File: src/rtl/pipeline_hazard_ctrl.sv
// Stall/flush sequencer for the 5-stage RV32 pipeline.
// Drives stage enables and bubble injects from memory handshakes, load-use and redirects.
module pipeline_hazard_ctrl #(
    parameter int TIMEOUT = 255,
    parameter int CNT_W   = 16
) (
    input  logic             clk,
    input  logic             reset_n,
    input  logic             i_data_valid,
    input  logic             d_data_valid,
    input  logic             ex_mem_access,
    input  logic             ex_mem_read,
    input  logic [4:0]       ex_rd,
    input  logic [4:0]       id_rs1,
    input  logic [4:0]       id_rs2,
    input  logic             id_use_rs1,
    input  logic             id_use_rs2,
    input  logic             ex_redirect,
    output logic             pc_en,
    output logic             ifid_en,
    output logic             idex_en,
    output logic             exmem_en,
    output logic             memwb_en,
    output logic             ifid_flush,
    output logic             idex_flush,
    output logic [1:0]       ctrl_state,
    output logic             err_timeout,
    output logic [CNT_W-1:0] stall_cycles,
    output logic [CNT_W-1:0] flush_count
);

    localparam int WCW = $clog2(TIMEOUT + 1);
    localparam logic [WCW-1:0] TMO    = WCW'(TIMEOUT);
    localparam logic [WCW-1:0] TMO_M1 = WCW'(TIMEOUT - 1);

    typedef enum logic [1:0] {
        S_RUN   = 2'd0,
        S_IWAIT = 2'd1,
        S_DWAIT = 2'd2,
        S_FLUSH = 2'd3
    } state_t;

    typedef enum logic [2:0] {
        A_GO,
        A_DSTALL,
        A_REDIR,
        A_LDUSE,
        A_ISTALL,
        A_IHOLD,
        A_DHOLD
    } act_t;

    state_t r_state;
    state_t w_state_nxt;
    state_t w_run_nxt;
    act_t   w_act;
    act_t   w_run_act;

    logic [WCW-1:0]   r_wcnt;
    logic             r_err;
    logic [CNT_W-1:0] r_stall;
    logic [CNT_W-1:0] r_flush;

    logic w_dstall;
    logic w_rs1_hit;
    logic w_rs2_hit;
    logic w_ldu;
    logic w_wait_entry;
    logic w_wait_hold;

    logic w_pc_en;
    logic w_ifid_en;
    logic w_idex_en;
    logic w_exmem_en;
    logic w_memwb_en;
    logic w_ifid_flush;
    logic w_idex_flush;

    assign w_dstall  = ex_mem_access & ~d_data_valid;
    assign w_rs1_hit = id_use_rs1 & (id_rs1 == ex_rd);
    assign w_rs2_hit = id_use_rs2 & (id_rs2 == ex_rd);
    assign w_ldu     = ex_mem_read & (ex_rd != 5'd0)
                     & (w_rs1_hit | w_rs2_hit);

    // RUN priority; FLUSH ignores load-use because ID holds a NOP
    always_comb begin
        w_run_act = A_GO;
        w_run_nxt = S_RUN;
        if (w_dstall) begin
            w_run_act = A_DSTALL;
            w_run_nxt = S_DWAIT;
        end else if (ex_redirect) begin
            w_run_act = A_REDIR;
            w_run_nxt = S_FLUSH;
        end else if (w_ldu && (r_state != S_FLUSH)) begin
            w_run_act = A_LDUSE;
            w_run_nxt = S_RUN;
        end else if (!i_data_valid) begin
            w_run_act = A_ISTALL;
            w_run_nxt = S_IWAIT;
        end
    end

    always_ff @(posedge clk or negedge reset_n) begin
        if (!reset_n) begin
            r_state <= S_RUN;
        end else begin
            r_state <= w_state_nxt;
        end
    end

    always_comb begin
        w_act       = w_run_act;
        w_state_nxt = w_run_nxt;
        unique case (r_state)
            S_IWAIT: begin
                if (!w_dstall && !ex_redirect) begin
                    if (i_data_valid) begin
                        w_act       = A_GO;
                        w_state_nxt = S_RUN;
                    end else begin
                        w_act       = A_IHOLD;
                        w_state_nxt = S_IWAIT;
                    end
                end
            end
            S_DWAIT: begin
                if (!d_data_valid) begin
                    w_act       = A_DHOLD;
                    w_state_nxt = S_DWAIT;
                end
            end
            default: begin
            end
        endcase
    end

    always_comb begin
        w_pc_en      = 1'b0;
        w_ifid_en    = 1'b0;
        w_idex_en    = 1'b0;
        w_exmem_en   = 1'b0;
        w_memwb_en   = 1'b0;
        w_ifid_flush = 1'b0;
        w_idex_flush = 1'b0;
        unique case (w_act)
            A_GO: begin
                w_pc_en    = 1'b1;
                w_ifid_en  = 1'b1;
                w_idex_en  = 1'b1;
                w_exmem_en = 1'b1;
                w_memwb_en = 1'b1;
            end
            A_REDIR: begin
                w_pc_en      = 1'b1;
                w_ifid_en    = 1'b1;
                w_idex_en    = 1'b1;
                w_exmem_en   = 1'b1;
                w_memwb_en   = 1'b1;
                w_ifid_flush = 1'b1;
                w_idex_flush = 1'b1;
            end
            A_LDUSE: begin
                w_idex_en    = 1'b1;
                w_exmem_en   = 1'b1;
                w_memwb_en   = 1'b1;
                w_idex_flush = 1'b1;
            end
            A_ISTALL, A_IHOLD: begin
                w_ifid_en    = 1'b1;
                w_idex_en    = 1'b1;
                w_exmem_en   = 1'b1;
                w_memwb_en   = 1'b1;
                w_ifid_flush = 1'b1;
            end
            default: begin
            end
        endcase
        // squash the word fetched from the pre-redirect PC
        if ((r_state == S_FLUSH) && (w_act != A_DSTALL)) begin
            w_ifid_flush = 1'b1;
        end
        if (!reset_n) begin
            w_pc_en      = 1'b0;
            w_ifid_en    = 1'b0;
            w_idex_en    = 1'b0;
            w_exmem_en   = 1'b0;
            w_memwb_en   = 1'b0;
            w_ifid_flush = 1'b1;
            w_idex_flush = 1'b1;
        end
    end

    assign w_wait_entry = ((w_state_nxt == S_IWAIT) || (w_state_nxt == S_DWAIT))
                        && (w_state_nxt != r_state);
    assign w_wait_hold  = (w_act == A_IHOLD) || (w_act == A_DHOLD);

    always_ff @(posedge clk or negedge reset_n) begin
        if (!reset_n) begin
            r_wcnt <= '0;
            r_err  <= 1'b0;
        end else if (w_wait_entry) begin
            r_wcnt <= '0;
        end else if (w_wait_hold) begin
            if (r_wcnt != TMO) begin
                r_wcnt <= r_wcnt + 1'b1;
            end
            if (r_wcnt >= TMO_M1) begin
                r_err <= 1'b1;
            end
        end
    end

    always_ff @(posedge clk or negedge reset_n) begin
        if (!reset_n) begin
            r_stall <= '0;
            r_flush <= '0;
        end else begin
            if (!w_pc_en && (r_stall != '1)) begin
                r_stall <= r_stall + 1'b1;
            end
            if ((w_act == A_REDIR) && (r_flush != '1)) begin
                r_flush <= r_flush + 1'b1;
            end
        end
    end

    assign pc_en        = w_pc_en;
    assign ifid_en      = w_ifid_en;
    assign idex_en      = w_idex_en;
    assign exmem_en     = w_exmem_en;
    assign memwb_en     = w_memwb_en;
    assign ifid_flush   = w_ifid_flush;
    assign idex_flush   = w_idex_flush;
    assign ctrl_state   = r_state;
    assign err_timeout  = r_err;
    assign stall_cycles = r_stall;
    assign flush_count  = r_flush;

endmodule

File: config.mk
export PLATFORM = sky130hd
export DESIGN_NAME = pipeline_hazard_ctrl
export DESIGN_NICKNAME = d
export VERILOG_FILES = /design/src/rtl/pipeline_hazard_ctrl.sv
export SDC_FILE = /design/constraint.sdc
export NUM_CORES = 1
export LEC_CHECK = 0
export ABC_AREA = 1
export BUFFER_PORTS_ARGS = -buffer_cell sky130_fd_sc_hd__buf_2
export CAP_MARGIN = 40
export CORE_ASPECT_RATIO = 1.25
export CORE_MARGIN = 2
export CORE_UTILIZATION = 38
export CTS_CLUSTER_SIZE = 20
export DETAILED_ROUTE_END_ITERATION = 10
export SLEW_MARGIN = 20
export SYNTH_ARGS = -nofsm -noshare
export SYNTH_HDL_FRONTEND = slang
export SYNTH_SLANG_ARGS = --single-unit
File: constraint.sdc
create_clock -name clk -period 2.7 [get_ports clk]
set_clock_uncertainty 0.1 [all_clocks]
set_input_delay 0.27 -clock clk [delete_from_list [all_inputs] [get_ports clk]]
set_output_delay 0.27 -clock clk [all_outputs]
set_load 0.01 [all_outputs]
==> impl_metrics.csv <==
group,metric,value,unit
yosys,synth-seq-cells,43,
cts,ctsRootBufferMaster,"clkbuf_8",
worst_setup_path,critPathArrivalTime,2.21,ns
power_and_ir_drop,switchingPower,1.72,mW
cts,htreeDepth,2,
routing,ant_nets,0,
sta,max-slew-margin-rel,65.2,%
layout,drive_gt1_share,24.3,%
power_and_ir_drop,seqPwrFrac,30.3,%
cts,clkLatencyLatePin,0.31,ns
floorplan,io_pins,66,
floorplan,start_util,39.0,%
routing,post_drt_wl_per_cell,12.1,um
yosys,synthesis.area,3020,sq um
global_routing,grt_pass1_vias,2775,
cts,cts.sinks,43,
yosys,yosysSeqAreaShare,35.6,%
layout,stdcell_area,3660,sq um
placed_design,dp_hpwl,5460,um
job,max-cap-violations,0,
sta,slew_viol_final,0,
placed_design,placedCellCount,577,
worst_setup_path,cp-end-kind,"output port",
power_and_ir_drop,peakVddDrop,0.419,mV
yosys,syn_nets,451,
layout,final_cells,588,
power_and_ir_drop,power_frac_comb,55.1,%
sta,finalCriticalPeriod,2.58,ns
routing,first_iter_violations,124,
sta,hold_viol_final,0,
global_routing,gr-total-overflow,0,
outcome,status,"finished clean",
worst_setup_path,critPathSlowestCell,"dfrtp_1",
layout,area_delta_synth_final,21.1,%
routing,drt_pass1_iterations,4,
placed_design,gp_congestion,0.987,
layout,diodes,0,
floorplan,die_h,104,um
cts,cts_tree,"built",
floorplan,row_count,36,
placed_design,portBuffers,65,
global_routing,grt_max_degree,34,
worst_setup_path,worstSetupPathType,"register to output port",
layout,layout.nets,523,
sta,worst_pin_slew,0.520,ns
yosys,yosysWarnings,0,
yosys,syn_avg_cell_area,7.20,sq um
sta,fin_crit_sh,95.5,%
sta,max_freq,388,MHz
routing,vias_per_cell,4.94,
worst_setup_path,crit_buf_inv,4,
worst_setup_path,required,2.33,ns
layout,final_common_cell,"nand2_1",
sta,setup_tns,0,ns
worst_hold_path,min_path_type,"input pin to async pin",
layout,multi_input_area,1750,sq um
power_and_ir_drop,p_int,1.83,mW
worst_setup_path,critPathMaxStageDelay,0.42,ns
power_and_ir_drop,total_power,3.55,mW
worst_setup_path,worstSetupStartpoint,"ctrl_state[0]",
cts,clock_path_buffers,2,
placed_design,place_area,3450,sq um
cts,clk_pin_slew,0.09,ns
power_and_ir_drop,sw_frac_of_total,48.4,%
power_and_ir_drop,p_clk_share,14.6,%
layout,final_cell_mix,"nand2_1 (117), buf_2 (63), nand3_1 (48)",
floorplan,dieArea,8690,sq um
cts,numCtsBuffers,5,
routing,vias,2904,
floorplan,core,7750,sq um
layout,nFillCells,804,
power_and_ir_drop,p_leak,1.89,nW
routing,drc,0,
yosys,netlist_instances,420,
sta,holdWs,0.0341,ns
global_routing,track_usage,16.8,%
worst_setup_path,critPathMaxFanout,5,
power_and_ir_drop,powerDensity,970,nW/um^2
global_routing,grt_pass1_wl,12200,um
placed_design,pre_cts_ws,0.269,ns
worst_setup_path,startpoint_type,"register",
floorplan,die_width,83.8,um
worst_setup_path,cp_cell_sequence,"inv_2, ha_4, nor2_1, inv_1, a21oi_1, nor2_1, nand2_1, inv_2, nand2_1, nand2_2, nand2_2, a31oi_4, buf_2",
layout,final_util,47.3,%
yosys,ys_types,32,
sta,setup_viol,0,
routing,drt-total-wl,7140,um
worst_setup_path,crit_family,"simple AND/OR/NAND/NOR gates",
worst_setup_path,r2r-start,"ctrl_state[0]",
global_routing,antenna_found_initial,0,
sta,setup_ws,0.121,ns
layout,register_area,1080,sq um
[registers in the layout, indices dropped and copies added (netlist names)]
| register | flops |
|---|---|
| stall_cycles | 16 |
| ctrl_state | 2 |
| r_wcnt | 8 |
| err_timeout | 1 |
| flush_count | 16 |
[synth_stat cells]
| cell type | number | area [sq um] |
|---|---|---|
| a21oi_4 | 2 | 32.5 |
| nand2_1 | 119 | 447 |
| nor2_1 | 36 | 135 |
| buf_4 | 3 | 22.5 |
| nand3_2 | 4 | 40.0 |
| o21ai_1 | 2 | 10.0 |
| o21bai_1 | 1 | 7.51 |
| o21ai_2 | 3 | 26.3 |
| nor4b_1 | 1 | 8.76 |
| nand4_1 | 8 | 50.1 |
| o21ai_0 | 4 | 20.0 |
| nand2_4 | 3 | 33.8 |
| nand3b_1 | 1 | 7.51 |
| a21oi_1 | 5 | 25.0 |
| a21boi_2 | 1 | 11.3 |
| xor2_1 | 17 | 149 |
| buf_6 | 1 | 11.3 |
| dfrtp_1 | 43 | 1080 |
| nor2_2 | 3 | 18.8 |
| inv_2 | 6 | 22.5 |
| nand2_2 | 9 | 56.3 |
| inv_1 | 48 | 180 |
| inv_4 | 1 | 6.26 |
| clkbuf_1 | 1 | 3.75 |
| buf_2 | 1 | 5.00 |
| nor4_1 | 6 | 37.5 |
| xnor2_1 | 18 | 158 |
| a22oi_1 | 1 | 7.51 |
| nand3_1 | 48 | 240 |
| nor3_1 | 15 | 75.1 |
| ha_1 | 7 | 87.6 |
| a31oi_1 | 2 | 12.5 |
[what timing repair did]
item | 4_1_cts | 5_1_grt
pin swaps | 1 | 1
hold buffers | 1 | 0
setup buffers | 1 | 1
hold endpoints to repair | 10 | 0
resized for setup | 1 | 14
endpoints found under the setup margin | 4 | 6
[power by group through the flow]
| stage | logic (mW) | registers, mW | clock network (mW) |
|---|---|---|---|
| 3_5_place_dp | 1.81 | 1.08 | 0 |
| 4_1_cts | 1.85 | 1.07 | 0.532 |
| 6_report | 1.95 | 1.08 | 0.519 |
| 2_1_floorplan | 1.28 | 1.11 | 0 |
| 5_1_grt | 2.19 | 1.11 | 0.557 |
| 3_3_place_gp | 1.79 | 1.08 | 0 |
[metal layers]
| metal | up-vias | global-route usage, % | wire length (um) |
|---|---|---|---|
| met5 | - | 0 | 0 |
| met4 | 0 | 5.76 | 115 |
| met3 | 10 | 2.87 | 270 |
| met2 | 65 | 29.0 | 3570 |
| met1 | 1348 | 21.0 | 3190 |
| li1 | 1481 | - | - |
[worst paths after layout]
check | slack (ns) | cells after the start | end
max | 0.12 | 13 | memwb_en
min | 0.03 | 2 | flush_count[14]
max reg2reg | 0.26 | 14 | flush_count[12]
min reg2reg | 0.39 | 1 | err_timeout
max in group asynchronous | 1.65 | 2 | r_wcnt[7]
min in group clk | 0.24 | 4 | ctrl_state[1]
[area by class of cell]
class                           instances  area share, %
Timing Repair Buffer                   71           10.9
Multi-Input combinational cell        316           47.7
Tap cell                               95           3.25
Clock inverter                          3           1.20
Sequential cell                        43           29.4
Inverter                               55           5.71
Clock buffer                            5           1.88
[cell families (layout without fill, tap and decap cells)]
| group | count (synthesis) | after routing | share of synthesized area (%) |
|---|---|---|---|
| compound gates | 21 | 21 | 5.05 |
| xor+xnor | 35 | 35 | 10.1 |
| fa+ha+maj | 7 | 7 | 2.90 |
| buf+inv | 61 | 134 | 8.32 |
| flops | 43 | 43 | 35.6 |
| simple gates | 253 | 253 | 38.0 |
Note: power is estimated with default switching activity, not from simulation.
